File: config.mk
export PLATFORM = sky130hd
export DESIGN_NAME = sram_access_arbiter
export DESIGN_NICKNAME = d
export VERILOG_FILES = /design/src/rtl/sram_access_arbiter.sv
export SDC_FILE = /design/constraint.sdc
export NUM_CORES = 1
export LEC_CHECK = 0
export ABC_AREA = 1
export CAP_MARGIN = 20
export CORE_UTILIZATION = 25
export CTS_CLUSTER_SIZE = 14
export DETAILED_ROUTE_END_ITERATION = 10
export GPL_TIMING_DRIVEN = 1
export PLACE_DENSITY = 0.52
export SLEW_MARGIN = 20
export SYNTH_ARGS = -nofsm -noshare
export SYNTH_HDL_FRONTEND = slang
export SYNTH_SLANG_ARGS = --single-unit
export TNS_END_PERCENT = 5
File: constraint.sdc
create_clock -name CLK -period 1.55 [get_ports CLK]
set_clock_uncertainty 0.15 [all_clocks]
set_input_delay 0.155 -clock CLK [delete_from_list [all_inputs] [get_ports CLK]]
set_output_delay 0.155 -clock CLK [all_outputs]
set_load 0.01 [all_outputs]
File: src/rtl/sram_access_arbiter.sv
// Two-port arbiter in front of a single-port synchronous SRAM.
// Port 0 is the serial loader and port 1 is the CPU path. Grants are
// combinational. SRAM strobes, address and data come from registers, and read
// data is returned per port with a one-cycle valid pulse.

// Per-port read-return register: captures SRAM Q when this port's read completes
module sram_arb_rport #(
  parameter int DW = 8
) (
  input  logic          CLK,
  input  logic          BGN,
  input  logic          done,
  input  logic [DW-1:0] q,
  output logic [DW-1:0] rq,
  output logic          rv
);
  // Data is held until this port's next read lands; writes never touch it
  always_ff @(posedge CLK or negedge BGN) begin
    if (!BGN) begin
      rq <= '0;
      rv <= 1'b0;
    end else begin
      rv <= done;
      if (done) rq <= q;
    end
  end
endmodule

module sram_access_arbiter #(
  parameter int MEMORY_DATA_WIDTH = 8,
  parameter int MEMORY_ADDR_WIDTH = 9,
  parameter int RD_LATENCY        = 1,
  parameter int PRIO_MODE         = 0
) (
  input  logic                         CLK,
  input  logic                         BGN,
  input  logic                         R0_REQ,
  input  logic                         R0_WE,
  input  logic [MEMORY_ADDR_WIDTH-1:0] R0_A,
  input  logic [MEMORY_DATA_WIDTH-1:0] R0_D,
  output logic                         R0_GNT,
  output logic [MEMORY_DATA_WIDTH-1:0] R0_Q,
  output logic                         R0_VLD,
  input  logic                         R1_REQ,
  input  logic                         R1_WE,
  input  logic [MEMORY_ADDR_WIDTH-1:0] R1_A,
  input  logic [MEMORY_DATA_WIDTH-1:0] R1_D,
  output logic                         R1_GNT,
  output logic [MEMORY_DATA_WIDTH-1:0] R1_Q,
  output logic                         R1_VLD,
  output logic                         CEN,
  output logic                         WEN,
  output logic [MEMORY_ADDR_WIDTH-1:0] A,
  output logic [MEMORY_DATA_WIDTH-1:0] D,
  input  logic [MEMORY_DATA_WIDTH-1:0] Q,
  output logic                         BUSY
);
  localparam int NUM_PORTS = 2;
  localparam int AW = MEMORY_ADDR_WIDTH;
  localparam int DW = MEMORY_DATA_WIDTH;

  typedef struct packed {
    logic          we;
    logic [AW-1:0] a;
    logic [DW-1:0] d;
  } cmd_t;

  typedef enum logic [1:0] {IDLE, ACC, WAIT} state_t;

  state_t                           state, state_nxt;
  cmd_t   [NUM_PORTS-1:0]           cmd;
  logic   [NUM_PORTS-1:0]           req, gnt, rdone, rvld;
  logic   [NUM_PORTS-1:0][DW-1:0]   rdata;
  logic                             op_we, owner, last_gnt, win, gsel, wlast;
  logic   [1:0]                     wcnt;

  assign req    = {R1_REQ, R0_REQ};
  assign cmd[0] = '{we: R0_WE, a: R0_A, d: R0_D};
  assign cmd[1] = '{we: R1_WE, a: R1_A, d: R1_D};
  assign R0_GNT = gnt[0];
  assign R1_GNT = gnt[1];
  assign R0_Q   = rdata[0];
  assign R1_Q   = rdata[1];
  assign R0_VLD = rvld[0];
  assign R1_VLD = rvld[1];
  assign BUSY   = (state != IDLE);
  assign wlast  = (state == WAIT) && (wcnt == 2'd1);
  assign gsel   = gnt[1];

  // State register
  always_ff @(posedge CLK or negedge BGN) begin
    if (!BGN) state <= IDLE;
    else      state <= state_nxt;
  end

  // Next state: any grant starts a command cycle; reads drain through WAIT
  always_comb begin
    state_nxt = state;
    case (state)
      IDLE:    if (|gnt) state_nxt = ACC;
      ACC:     if (|gnt)      state_nxt = ACC;
               else if (op_we) state_nxt = IDLE;
               else            state_nxt = WAIT;
      WAIT:    if (wlast) state_nxt = (|gnt) ? ACC : IDLE;
      default: state_nxt = IDLE;
    endcase
  end

  // Accept window and arbitration: closed while a read owns the SRAM,
  // reopening on the last latency cycle so reads can run back to back
  always_comb begin
    win = (state == IDLE) || ((state == ACC) && op_we) || wlast;
    gnt = '0;
    if (win) begin
      case (req)
        2'b01:   gnt = 2'b01;
        2'b10:   gnt = 2'b10;
        2'b11:   gnt = ((PRIO_MODE == 1) || last_gnt) ? 2'b01 : 2'b10;
        default: gnt = '0;
      endcase
    end
  end

  // SRAM command registers; address and data forced to zero when deselected
  always_ff @(posedge CLK or negedge BGN) begin
    if (!BGN) begin
      CEN      <= 1'b1;
      WEN      <= 1'b1;
      A        <= '0;
      D        <= '0;
      op_we    <= 1'b0;
      owner    <= 1'b0;
      last_gnt <= 1'b1;
    end else if (|gnt) begin
      CEN      <= 1'b0;
      WEN      <= ~cmd[gsel].we;
      A        <= cmd[gsel].a;
      D        <= cmd[gsel].we ? cmd[gsel].d : '0;
      op_we    <= cmd[gsel].we;
      owner    <= gsel;
      last_gnt <= gsel;
    end else begin
      CEN <= 1'b1;
      WEN <= 1'b1;
      A   <= '0;
      D   <= '0;
    end
  end

  // Read latency counter: loaded when a read leaves ACC, counts down in WAIT
  always_ff @(posedge CLK or negedge BGN) begin
    if (!BGN)                          wcnt <= '0;
    else if ((state == ACC) && !op_we) wcnt <= 2'(RD_LATENCY);
    else if (state == WAIT)            wcnt <= wcnt - 2'd1;
  end

  for (genvar p = 0; p < NUM_PORTS; p++) begin : g_port
    assign rdone[p] = wlast && (owner == 1'(p));
    sram_arb_rport #(.DW(DW)) u_rport (
      .CLK  (CLK),
      .BGN  (BGN),
      .done (rdone[p]),
      .q    (Q),
      .rq   (rdata[p]),
      .rv   (rvld[p])
    );
  end
endmodule

==> key figures <==
Timing
  – Crit path time final: 1720 ps
  – Fmax: 582 MHz
  – Fin worst setup slack: -167 ps
  – Tcrit/Tclk final: 111%
  – Final Hold Fails: 0
  – Final setup viols: 21
  – Setup TNS Final: -1810 ps
  – Final Max Slew Viols: 0
  – Worst-margin pin slew: 376 ps
  – Relative slew slack: 75.0%
  – RSZ-0062 raised after global routing: true

Placed design
  – Dpl ws: -362 ps
  – GPL Wtd Cong: 0.713
  – Detailed Place HPWL: 3520 um
  – DP Area: 3040 um^2
  – Port Buffer Count: 87

Worst setup path
  – Req. time, crit path: 1580 ps
  – Nature of the critical path endpoint: flip-flop
  – Arr. time, crit path: 1750 ps
  – Crit-path max FO: 5
  – Setup CP Type: reg -> reg
  – Worst setup SP type: flip-flop

Detailed routing
  – Drt wl/cell: 11.6 um
  – Final ANT Viol Nets: 0
  – Detailed Routing Iterations Pass 1: 4
  – DRT iter0 DRCs: 39
  – Via-per-instance ratio: 4.09
  – Total Wirelength: 4810 um
  – DRC viols: 0
  – Total number of vias: 1,700

Final layout
  – Commonest non-fill, non-tap cell in the layout: clkdlybuf4s50_1
  – Area delta synth->final: 78.2%
  – Number of antenna diodes: 0
  – Post-layout util: 46.3%
  – Share of layout cells above drive strength 1: 22.4%
  – Commonest cells after routing, fill and taps aside: clkdlybuf4s50_1, nand2_1, dfrtp_1
  – Final instance area: 3360 um^2
  – Multi-input logic area: 717 um^2
  – Fill count: 711
  – Seq. cell area: 1100 um^2
  – Nets@finish: 365

Clock network
  – H-tree levels: 2
  – Total CTS buffers: 5
  – CTS clk-pin slew, worst paths: 80 ps
  – Clock Path Buffers: 2
  – Skew-Pair Late Insertion Delay: 290 ps
  – CTS tree: built
  – Clock root buffer master: clkbuf_8
  – TritonCTS Sinks: 44

Yosys
  – Post-synth top area cell: dfrtp_1
  – Mapped Area: 1890 um^2
  – Syn. warnings: 0
  – Library cells used by synthesis: 24
  – Flops & latches, synth: 44
  – Cell count after synthesis: 200
  – Share of Yosys cell area claimed by the top area cell type: 54.4%
  – Syn_nets: 249
  – Mean area per synthesized cell: 9.43 um^2
  – Top post-synthesis cells by area: dfrtp_1, nand2_1, inv_1, o21ai_0, dfstp_2
  – Seq/Total Area, Yosys: 58.6%

Global route
  – Initial antenna violation count: 0
  – GRT Total Usage: 12.6%
  – First-pass GRT wire length: 7460 um
  – Number of global-route vias before repair: 1,630
  – Total grt overflow: 0
  – Largest net degree at the start of global routing: 31

Power
  – Pwr per Cell Area: 1800 nW/um^2
  – Leakage: 1.63 nW
  – VDD IR max: 0.000739 V

Floorplanning
  – Die width: 88.8 um
  – Starting density of the core: 26.0%
  – Num rows: 31
  – Die span in y: 88.8 um
  – Top Ports: 88
  – Core area: 7250 um^2
  – Die area: 7890 um^2

Worst hold path
  – HP Class: in -> async

Outcome
  – Failing checks: setup timing
  – Outcome: finished, violations left

Run
  – Max-Cap Viols: 0
[cell usage after synthesis]
cell type  instances
o21ai_0           17
clkbuf_4           1
buf_2              3
a21boi_0           1
nand3_1            3
inv_1             29
ha_1               1
nor2_2             1
clkinv_1           1
nand4_1            9
a21oi_2            6
o21ai_1            3
a21oi_4            1
nand3_2            1
nand2_4            2
nand2_1           57
dfrtp_1           41
a21oi_1            4
nand2_2            1
buf_6              3
inv_2              1
nor2_1             9
nand3_4            2
dfstp_2            3
[sequential cells by signal, indices dropped and copies added (netlist names)]
register	flops
A	9
CEN	1
D	8
WEN	1
g_port.u_rport.rq	16
g_port.u_rport.rv	2
last_gnt	1
op_we	1
owner	1
state	2
wcnt	2
[cell families (layout without fill, tap and decap cells)]
group | count (synthesis) | after routing | synth area share, %
AO/OA/AOI/OAI | 32 | 32 | 10.4
adder cells (fa/ha/maj) | 1 | 1 | 0.663
buffers and inverters | 38 | 154 | 9.16
flip-flops | 44 | 44 | 58.6
AND/OR/NAND/NOR | 85 | 86 | 21.2
[metrics by stage]
| stage | power [mW] | hold WS, ps | std cells |
|---|---|---|---|
| after floorplan | 3.15 | -291 | 200 |
| after global placement | 4.75 | -47.1 | 400 |
| after detailed placement | 4.78 | -51.5 | 400 |
| after CTS | 5.81 | 178 | 412 |
| after global routing | 6.51 | 193 | 416 |
| final | 6.06 | 163 | 416 |
[cell type report]
type	instances	share of cell area [%]
clock buffers	6	2.46
clock inverters	2	1.15
inverters	31	3.61
multi-input cells	119	21.3
flip-flops and latches	44	32.9
well taps	99	3.69
repair buffers	115	34.9
[final timing paths]
| path | from | end | slack [ps] | cells past startpoint |
|---|---|---|---|---|
| worst max register to register | wcnt[1] | op_we | -170 | 9 |
| worst min-delay path | BGN | D[4] | 160 | 2 |
| min in group CLK | R1_A[1] | A[1] | 260 | 3 |
| worst min register to register | g_port[1].u_rport.rq[6] | g_port[1].u_rport.rq[6] | 340 | 2 |
| max in group asynchronous | BGN | CEN | 540 | 3 |
| worst max-delay path | wcnt[1] | op_we | -170 | 9 |
[power by group]
part | switching [mW] | internal (mW) | leakage [nW]
registers | 0.221 | 1.66 | 0.551
clock network | 0.385 | 0.527 | 0.0614
logic | 1.53 | 1.74 | 1.02
total | 2.13 | 3.93 | 1.63
[timing repair]
| item | 4_1_cts | 5_1_grt |
|---|---|---|
| endpoints found under the hold margin | 43 | 0 |
| setup buffers | 2 | 4 |
| hold buffers | 1 | 0 |
| endpoints found under the setup margin | 25 | 45 |
| pin swaps | 6 | 4 |
| gates resized for setup | 22 | 36 |
| gates cloned | 1 | 0 |
[per-layer routing]
metal  global-route usage (%)  share of wire [%]  vias to the layer above
met1                     16.0                 44                      786
li1                         -                  -                      861
met5                        0                  0                        -
met2                     20.5                 49                       51
met4                     3.96               0.73                        0
met3                     4.01                6.2                        2
[worst max-delay path: stages (launching register included)]
cell,delay (ps)
dfrtp_1,380
inv_2,70
ha_4,140
nand2_4,50
nand2_4,70
buf_6,120
buf_8,100
nand4_1,250
nand3_4,220
nand2_1,70
(Power assumes the default switching activity.)
